[config.mk]
export PLATFORM = sky130hd
export DESIGN_NAME = act_lut_interp_pipe
export DESIGN_NICKNAME = d
export VERILOG_FILES = /design/src/rtl/act_lut_interp_pipe.sv
export SDC_FILE = /design/constraint.sdc
export NUM_CORES = 1
export LEC_CHECK = 0
export ABC_CLOCK_PERIOD_IN_PS = 8400
export CAP_MARGIN = 20
export CELL_PAD_IN_SITES_DETAIL_PLACEMENT = 0
export CELL_PAD_IN_SITES_GLOBAL_PLACEMENT = 1
export CORE_MARGIN = 1.5
export CORE_UTILIZATION = 40
export DETAILED_ROUTE_END_ITERATION = 10
export PLACE_DENSITY_LB_ADDON = 0.1
export RECOVER_POWER = 100
export REMOVE_ABC_BUFFERS = 1
export SYNTH_ARGS = -nofsm -noshare
export SYNTH_HDL_FRONTEND = slang
export SYNTH_SLANG_ARGS = --single-unit
[constraint.sdc]
create_clock -name clk -period 8.4 [get_ports clk]
set_clock_uncertainty 0.05 [all_clocks]
set_input_delay 1.26 -clock clk [delete_from_list [all_inputs] [get_ports clk]]
set_output_delay 1.26 -clock clk [all_outputs]
set_load 0.005 [all_outputs]
[src/rtl/act_lut_interp_pipe.sv]
// Piecewise-linear activation LUT with runtime-loadable entries; 3-stage pipe, 3-cycle latency.
// Valid/ready throughout: a stall at out_ready ripples back to in_ready combinationally, nothing dropped.
module act_lut_interp_pipe #(
  parameter int DATA_W = 8,
  parameter int ADDR_W = 4
) (
  input  logic              clk,
  input  logic              rst,
  input  logic              in_valid,
  output logic              in_ready,
  input  logic [DATA_W-1:0] in_z,
  output logic              out_valid,
  input  logic              out_ready,
  output logic [DATA_W-1:0] out_a,
  input  logic              lut_we,
  input  logic [ADDR_W-1:0] lut_waddr,
  input  logic [DATA_W-1:0] lut_wdata,
  output logic              busy
);
  localparam int FRAC_W = DATA_W - ADDR_W;
  localparam int PW     = DATA_W + FRAC_W + 2;
  localparam int DEPTH  = 2**ADDR_W;
  localparam logic [ADDR_W-1:0] TOP_IDX = ADDR_W'(DEPTH/2 - 1);

  logic signed [DATA_W-1:0] lut [DEPTH];

  logic v1, v2, v3;
  logic adv1, adv2, adv3;

  logic [ADDR_W-1:0]        idx, idx_n;
  logic signed [DATA_W-1:0] rd_base, rd_nxt;

  logic signed [DATA_W-1:0] base1, nxt1;
  logic [FRAC_W-1:0]        rem1;
  logic signed [DATA_W:0]   diff;
  logic signed [PW-1:0]     diff_x, rem_x, prod;

  logic signed [DATA_W-1:0] base2;
  logic signed [PW-1:0]     prod2;
  logic signed [DATA_W-1:0] a_c;

  assign adv3      = !v3 | out_ready;
  assign adv2      = !v2 | adv3;
  assign adv1      = !v1 | adv2;
  assign in_ready  = adv1;
  assign out_valid = v3;
  assign busy      = v1 | v2 | v3;

  // The most-positive segment has no right neighbour: extrapolate flat instead of wrapping to the negative end.
  assign idx     = in_z[DATA_W-1:FRAC_W];
  assign idx_n   = idx + ADDR_W'(1);
  assign rd_base = lut[idx];
  assign rd_nxt  = (idx == TOP_IDX) ? rd_base : lut[idx_n];

  always_ff @(posedge clk or negedge rst) begin
    if (!rst) begin
      for (int i = 0; i < DEPTH; i++) lut[i] <= '0;
    end else if (lut_we) begin
      lut[lut_waddr] <= lut_wdata;
    end
  end

  always_ff @(posedge clk or negedge rst) begin
    if (!rst) begin
      v1    <= 1'b0;
      base1 <= '0;
      nxt1  <= '0;
      rem1  <= '0;
    end else if (adv1) begin
      v1 <= in_valid;
      if (in_valid) begin
        base1 <= rd_base;
        nxt1  <= rd_nxt;
        rem1  <= in_z[FRAC_W-1:0];
      end
    end
  end

  assign diff   = {nxt1[DATA_W-1], nxt1} - {base1[DATA_W-1], base1};
  assign diff_x = {{(PW-DATA_W-1){diff[DATA_W]}}, diff};
  assign rem_x  = {{(PW-FRAC_W){1'b0}}, rem1};
  assign prod   = diff_x * rem_x;

  always_ff @(posedge clk or negedge rst) begin
    if (!rst) begin
      v2    <= 1'b0;
      base2 <= '0;
      prod2 <= '0;
    end else if (adv2) begin
      v2 <= v1;
      if (v1) begin
        base2 <= base1;
        prod2 <= prod;
      end
    end
  end

  // Result sits between base and nxt, so wrapping low-bit addition is exact.
  assign a_c = base2 + DATA_W'(prod2 >>> FRAC_W);

  always_ff @(posedge clk or negedge rst) begin
    if (!rst) begin
      v3    <= 1'b0;
      out_a <= '0;
    end else if (adv3) begin
      v3 <= v2;
      if (v2) out_a <= a_c;
    end
  end

endmodule

---- Word-level counts from Yosys, hierarchy flattened ----
Index checks and enable logic that the tools add are counted.
storage, ports and cells
  register bits ........................... 179
  input bits .............................. 25
  output and inout bits ................... 11
  word-level logic and storage cells ...... 59
operators by class
  add/subtract/negate cells ............... 3
  $mul .................................... 1
  magnitude comparators ................... 4
  equal/unequal tests ..................... 1
  multiplexer cells ....................... 10
  bitwise logic cells ..................... 8
  reduce and logical (&&, ||, !) cells .... 7
operators by type and width
  operator                                                                number
  128-bit bitwise mux                                                     1
  8-bit binary-select mux with 4-bit select                               2
  8-bit two-way mux                                                       6
  8-bit demux with 4-bit select                                           1
  5-bit >= comparator (second input constant)                             3
  4-bit inverter with 5-bit output                                        3
  9-bit by 5-bit multiplier with 12-bit output                            1
  8-bit by 8-bit subtractor with 9-bit output                             1
  8-bit adder                                                             1
  2-bit AND reduction                                                     3
  5-bit by 1-bit < comparator with 1-bit output (second input constant)   1
  1-bit bitwise OR                                                        5
  4-bit by 1-bit adder with 4-bit output (second input constant)          1
  4-bit by 3-bit equality test with 1-bit output (second input constant)  1
  1-bit zero test                                                         3
  1-bit logical AND                                                       1

---- Longest topological paths before layout ----
Gate-level depths: netlist (run 1).
  depth in word-level cells ............... 6
  mapped depth ............................ 21
  gate-level depth less buffers ........... 21

---- Worst setup path before layout (run 1) ----
No wires, ideal clock.
  path type ............................... register to register
  start point ............................. register base1[1]
  end point ............................... register prod2[11]
  library setup time ...................... 0.132 ns
  arrival time ............................ 4.355 ns
  required time ........................... 8.218 ns
  path slack .............................. 3.863 ns
  stages on the path, launching flop included .. 22
  buffers on the path ..................... 0
  clock period less this slack ............ 4.537 ns
  cells stage by stage .................... dfrtp_1 > inv_1 > ha_1 > nor2b_1 > o21ai_1 > a21boi_1 > o21ai_1 > nor2b_1 > xnor2_1 > and2_1 > ha_1 > fa_1 > inv_1 > fa_1 > inv_1 > ha_1 > or3_1 > a211oi_2 > nor2_1 > a211oi_1 > xnor2_1 > o21ai_1
on the way
  longest elaborated chain between the ends .. 2
RTL lines
  element                                       line  RTL
  from (decl)                                   33    logic signed [DATA_W-1:0] base1, nxt1;
  from (signal assigned)                        72    base1 <= rd_base;
  8-bit by 8-bit subtractor with 9-bit output   79    assign diff = {nxt1[DATA_W-1], nxt1} - {base1[DATA_W-1], base1};
  9-bit by 5-bit multiplier with 12-bit output  82    assign prod = diff_x * rem_x;
  to (signal assigned)                          93    prod2 <= prod;
  to (decl)                                     39    logic signed [PW-1:0] prod2;
No other way between the ends.
A chain may end at the register's enable or synchronous reset.

---- Final worst setup path (run 1) ----
  start point ............................. input port in_z[5]
  end point ............................... register nxt1[1]
on the way
  longest elaborated chain between the ends .. 6
  elaborated cells on any way between the ends .. 11
  those cells by class .................... 1 x add/sub; 1 x eq/ne; 7 x mux; 2 x bitwise
RTL lines
  element                                                 line  RTL
  from (decl)                                             11    input logic [DATA_W-1:0] in_z,
  4-bit by 1-bit adder with 4-bit output                  51    assign idx_n = idx + ADDR_W'(1);
  4-bit inverter with 5-bit output (not written as such)  53    assign rd_nxt = (idx == TOP_IDX) ? rd_base : lut[idx_n];
  8-bit binary-select mux with 4-bit select               53
  8-bit two-way mux (not written as such) (2 in series)   53
  8-bit two-way mux (*)                                   53
  to (signal assigned)                                    73    nxt1 <= rd_nxt;
  to (decl)                                               33
Every way passes the cells marked *; elsewhere a longest branch is shown, timed or not. The select of a mux whose other input is x is not followed.

==> impl_results.md, run 1 <==
* Outcome: finished with violations
* Failing checks: capacitance limit, slew limit
* Hold Path Class: reg2reg
* Root Buffer: clkbuf_16
* # rows at 58
* Die width at 163 µm
* Total grt overflow at 0
* Most used DFF post-synth: dfrtp_1
* Reg2Reg Depth at 21
* Startpoint type of the worst setup path: primary input
* Post-DR vias/cell at 5.63
* Period Utilization, post-route at 0.719
* Cell Pwr Density at 386 nW/µm²
* # clock sinks at 175
* Vias at 6411
* Mean Syn Cell Area at 13.4 µm²
* Area grow syn2layout at 12.2%
* Die Area at 26700 µm²
* ANT cells at 0
* Pre-antenna DRT Iters at 6
* Post-route DRC violation count at 0
* Setup TNS at 0 ps
* GRT Util Overall at 0.200
* Cell Area, Placed at 11000 µm²
* Cell variety after synth at 44
* Hold Path Depth at 2
* Period minus WS final at 6040 ps
* Starting Density at 0.408
* First-pass GRT wire length at 39800 µm
* CTS tree: done
* Post-cts sizing count at 0
* Yosys reg bits at 175
* Slew HR at -1.36
* Setup Buffers After CTS at 0
* Critical Path AT at 6250 ps
* DR WL/cell at 21.9 µm
* Cell area after synthesis at 10300 µm²
* Total CTS buffers at 17
* Starting DRC count in detailed routing at 291
* Final Non-Filler Cells at 1139
* Core area at 25300 µm²
* I/O pin count at 36
* Post-synthesis sequential area ratio at 0.425
* Worst-skew pair later-pin latency at 440 ps
* IO Port Bufs at 35
* Post-synth EDFFs at 0
* Clock Path Buffers at 2
* Hold Buf Count CTS at 0
* Leakage at 0.00494 µW
* Max Cap Viol at 2
* Post-layout instance area at 11600 µm²
* Post-layout nets at 873
* Detail Placement HPWL at 17100 µm
* Initial antenna violation count at 0
* Number of global-route vias before repair at 6815
* R2R Setup Slk at 3230 ps
* CP required at 8610 ps
* Setup violators final at 0
* Synth Instances at 767
* Async SR Flop Fraction at 1.00
* WHS Endpoint: out_a[5]$_DFFE_PN0P_
* RSZ-0062 raised after global routing: no
* Routed WL at 24900 µm
* FF-to-FF End: prod2[10]$_DFFE_PN0P_
* Most frequent cells in the layout: dfrtp_1, mux2_2, mux4_2
* Hold_sp: out_a[5]$_DFFE_PN0P_
* Critical path type: in2reg
* CP Max Fanout at 34
* Worst vdd ir at 0.686 mV
* RR Startpoint: base1[1]$_DFFE_PN0P_
* Die height at 163 µm
* Placed instance count at 1106
* Hold Vio Cnt, Final at 0
* Share of cells above drive strength 1 at 0.307
* Warnings from Yosys at 0
* DRT antenna net count at 0
* Htree depth at 4
* Largest net degree at the start of global routing at 65
* Max Slew Vio Count at 100
* Least-Margin Pin Slew at 3540 ps
* Most common cell after layout, fill and taps aside: dfrtp_1
* F_max at 166 MHz
* Clock transition at path regs at 70 ps
* Crit end category: register
* GPL Wtd Cong at 0.798
[critical path: stages]
cell           delay, ps
dlygate4sd3_1        520
clkbuf_1            1650
ha_1                 860
buf_4                520
mux4_1               610
mux4_2               450
a211oi_1             290
a21oi_1               70
[worst max path at each step]
stage,cells after the start,to,start
2_1_floorplan,21,prod2[11]$_DFFE_PN0P_,base1[1]$_DFFE_PN0P_
3_3_place_gp,8,nxt1[1]$_DFFE_PN0P_,in_z[5]
3_5_place_dp,21,prod2[10]$_DFFE_PN0P_,base1[1]$_DFFE_PN0P_
4_1_cts,21,prod2[10]$_DFFE_PN0P_,base1[1]$_DFFE_PN0P_
5_1_grt,3,base1[6]$_DFFE_PN0P_,rst
6_report,8,nxt1[1]$_DFFE_PN0P_,in_z[5]
[cells in the mapped netlist (all sizes together) (2+ instances only)]
cell / instances / share of area
and4b: 8 / 0.0078
or3: 3 / 0.0018
nand2b: 12 / 0.0073
nand3b: 4 / 0.0029
mux4: 80 / 0.18
nor2: 21 / 0.0077
nor3: 2 / 0.00097
inv: 45 / 0.016
nand2: 45 / 0.016
xnor2: 18 / 0.016
fa: 17 / 0.033
and2: 22 / 0.013
o21ai: 35 / 0.017
clkbuf: 28 / 0.010
buf: 15 / 0.011
mux2: 142 / 0.16
nand3: 5 / 0.0024
ha: 35 / 0.043
dfrtp: 175 / 0.43
o21a: 2 / 0.0015
nor2b: 12 / 0.0073
xor2: 9 / 0.0077
a21o: 2 / 0.0015
a211oi: 4 / 0.0034
a21oi: 16 / 0.0078
[power by group]
group / internal [µW] / switching (µW) / total [µW]
sequential: 1080 / 170 / 1250
combinational: 1150 / 1210 / 2370
clock: 465 / 381 / 846
[per-stage QoR]
step | hold WS [ps] | util | worst slack [ps] | total power [µW]
final | 429 | 0.458 | 2360 | 4460
after global routing | 472 | 0.458 | 1900 | 4890
after CTS | 439 | 0.461 | 3440 | 4580
after detailed placement | 422 | 0.436 | 3450 | 3720
after global placement | 415 | 0.435 | 3520 | 3640
after floorplan | 404 | - | 3850 | 3060
[cell families (layout without fill, tap and decap cells)]
group,Yosys count,count (layout),share of synthesized area
AOI/OAI and AO/OA,67,67,0.0375
xor gates and xnor gates,27,27,0.0237
adders and majority gates,52,52,0.0755
buffers and inverters,88,130,0.0372
DFF,175,175,0.425
muxes,222,222,0.332
and+or+nand+nor,136,136,0.0692
[per-layer routing]
layer	global-route usage	wire length (µm)	vias to the layer above
li1	-	-	2852
met1	0.246	10400	3389
met2	0.351	12900	130
met3	0.0429	1040	40
met4	0.0628	578	0
met5	0	0	-
[cell type report]
type,count,area (µm²)
Clock buffer,18,439
Clock inverter,14,194
Fill cell,2312,13700
Inverter,45,169
Multi-Input combinational cell,504,5540
Sequential cell,175,4380
Tap cell,330,413
Timing Repair Buffer,53,433
[sequential cells by signal, summed over array words and instances (netlist names)]
name	count
base1	8
v2	1
rem1	4
lut	128
base2	8
prod2	8
out_a	8
nxt1	8
out_valid	1
v1	1
Power figures use the tool's default switching activity.
==> run 2: changes to the inputs <==
--- a/config.mk
+++ b/config.mk
@@ -5,7 +5,7 @@
 export SDC_FILE = /design/constraint.sdc
 export NUM_CORES = 1
 export LEC_CHECK = 0
-export ABC_CLOCK_PERIOD_IN_PS = 8400
+export ABC_CLOCK_PERIOD_IN_PS = 5550
 export CAP_MARGIN = 20
 export CELL_PAD_IN_SITES_DETAIL_PLACEMENT = 0
 export CELL_PAD_IN_SITES_GLOBAL_PLACEMENT = 1
==> constraint.sdc (replaced) <==
create_clock -name clk -period 5.55 [get_ports clk]
set_clock_uncertainty 0.05 [all_clocks]
set_input_delay 0.8325 -clock clk [delete_from_list [all_inputs] [get_ports clk]]
set_output_delay 0.8325 -clock clk [all_outputs]
set_load 0.005 [all_outputs]
==> run 2 against run 1 <==
- the flow still finishes with violations (capacitance limit, slew limit)
- cell area about the same
- count of clock-buffer cells in the layout decreased by 1
- first-iteration DRC count grew 11%
==> impl_results.md, run 2 (synthesis gave the netlist of run 1 again) <==
* Outcome: finished with violations
* Failing checks: capacitance limit, slew limit
* Crit-path slowest cell: fa_1
* Hold_sp: out_a[6]$_DFFE_PN0P_
* Most frequent cells in the layout: dfrtp_1, mux2_2, mux4_2
* # rows at 58
* Largest register FFs at 128
* Starting Density at 0.408
* Logic gate share of total power at 0.536
* CP Launch Point: base1[1]$_DFFE_PN0P_
* Post-DR vias/cell at 5.58
* Starting DRC count in detailed routing at 324
* Htree depth at 4
* Area grow syn2layout at 12.3%
* Setup TNS at 0 ps
* Period minus WS final at 5080 ps
* Fill count at 2298
* Core area at 25300 µm²
* Least-Margin Pin Slew at 2400 ps
* Flop pwr share at 0.278
* Worst vdd ir at 0.684 mV
* CTS tree: done
* Period Utilization, post-route at 0.915
* P_int at 4100 µW
* Setup Buffers After CTS at 0
* Clock transition at path regs at 70 ps
* GRT Util Overall at 0.205
* Total CTS buffers at 17
* RR Startpoint: base1[1]$_DFFE_PN0P_
* Most common cell after layout, fill and taps aside: dfrtp_1
* Sw Ratio at 0.396
* Hold Path Class: reg2reg
* CP Max Fanout at 4
* Routed WL at 25500 µm
* Clock Path Buffers at 2
* Total grt overflow at 0
* IO Port Bufs at 35
* Setup violators final at 0
* # clock sinks at 175
* Initial antenna violation count at 0
* Post-layout nets at 872
* Max Slew Vio Count at 214
* RSZ-0062 raised after global routing: no
* Critical path, cell by cell: inv_1, ha_1, nor2b_1, o21ai_1, a21boi_0, o21ai_0, nor2b_1, xnor2_1, and2_0, ha_1, fa_1, inv_1, fa_1, inv_1, ha_1, or3_1, a211oi_2, nor2_1, a211oi_1, xnor2_1, o21ai_1
* Hold Vio Cnt, Final at 0
* Vias at 6352
* Die width at 163 µm
* Largest net degree at the start of global routing at 94
* DR WL/cell at 22.4 µm
* Post-cts sizing count at 0
* Detail Placement HPWL at 17800 µm
* Hold Buf Count CTS at 0
* Critical path type: reg2reg
* Share of cells above drive strength 1 at 0.308
* Crit end category: register
* Net Sw Power at 2690 µW
* I/O pin count at 36
* GPL Wtd Cong at 0.794
* Leakage at 0.00493 µW
* Max Cap Viol at 4
* Root Buffer: clkbuf_16
* Top reg by flops: lut
* Number of global-route vias before repair at 6901
* Startpoint type of the worst setup path: register
* Critical Path AT at 5300 ps
* CP required at 5770 ps
* F_max at 197 MHz
* Clk network pwr share at 0.186
* First-pass GRT wire length at 40300 µm
* Cell Pwr Density at 587 nW/µm²
* Post-route DRC violation count at 0
* Final Core Density at 0.458
* DRT antenna net count at 0
* Worst-skew pair later-pin latency at 430 ps
* ANT cells at 0
* Slew HR at -0.603
* Die height at 163 µm
* Slowest stage delay, CP at 540 ps
* Die Area at 26700 µm²
* Pre-antenna DRT Iters at 4
-- run 2: stage by stage --
stage	power (µW)	setup WS (ps)	area, µm²	hold WS (ps)	std cells
3_5_place_dp	5650	625	11000	421	1106
2_1_floorplan	4630	997	10100	404	724
3_3_place_gp	5500	767	11000	414	1106
6_report	6790	473	11600	424	1138
5_1_grt	7390	145	11600	457	1138
4_1_cts	6950	620	11600	438	1138
-- run 2: worst paths after layout --
path / endpoint / slack (ps) / depth (start not counted)
setup / recovery: prod2[11]$_DFFE_PN0P_ / 470 / 21
hold / removal: out_a[6]$_DFFE_PN0P_ / 420 / 2
setup reg to reg: prod2[11]$_DFFE_PN0P_ / 470 / 21
hold reg to reg: out_a[6]$_DFFE_PN0P_ / 420 / 2
max in group asynchronous: lut[120]$_DFFE_PN0P_ / 1130 / 2
min in group asynchronous: out_a[3]$_DFFE_PN0P_ / 1090 / 1
-- run 2: layout make-up --
| class | instances | area (µm²) | area share |
|---|---|---|---|
| clock buffer | 17 | 425 | 0.0368 |
| clock inverter | 15 | 198 | 0.0171 |
| timing repair buffer | 52 | 438 | 0.0379 |
| inverter | 45 | 169 | 0.0146 |
| tap | 330 | 413 | 0.0357 |
| sequential | 175 | 4380 | 0.379 |
| multi-input combinational | 504 | 5540 | 0.479 |
-- run 2: power by group through the flow --
| stage | clock network [µW] | logic, µW | registers, µW |
|---|---|---|---|
| after floorplan | 0 | 2810 | 1820 |
| after global placement | 0 | 3620 | 1880 |
| after detailed placement | 0 | 3740 | 1920 |
| after CTS | 1300 | 3760 | 1890 |
| after global routing | 1350 | 4100 | 1940 |
| final | 1270 | 3640 | 1890 |
-- run 2: worst max-delay path: cells and delay by family (launching register included) --
| family | cells | cell delay, ps |
|---|---|---|
| fa+ha+maj | 5 | 1790 |
| compound gates | 6 | 1100 |
| simple gates | 5 | 970 |
| xor+xnor | 2 | 440 |
| flops | 1 | 390 |
| buf+inv | 3 | 160 |
-- run 2: layer usage --
layer / GRT usage / vias up / share of wire
met4: 0.0657 / 0 / 0.024
met3: 0.0361 / 42 / 0.041
li1: - / 2852 / -
met1: 0.251 / 3323 / 0.41
met5: 0 / - / 0
met2: 0.365 / 135 / 0.53
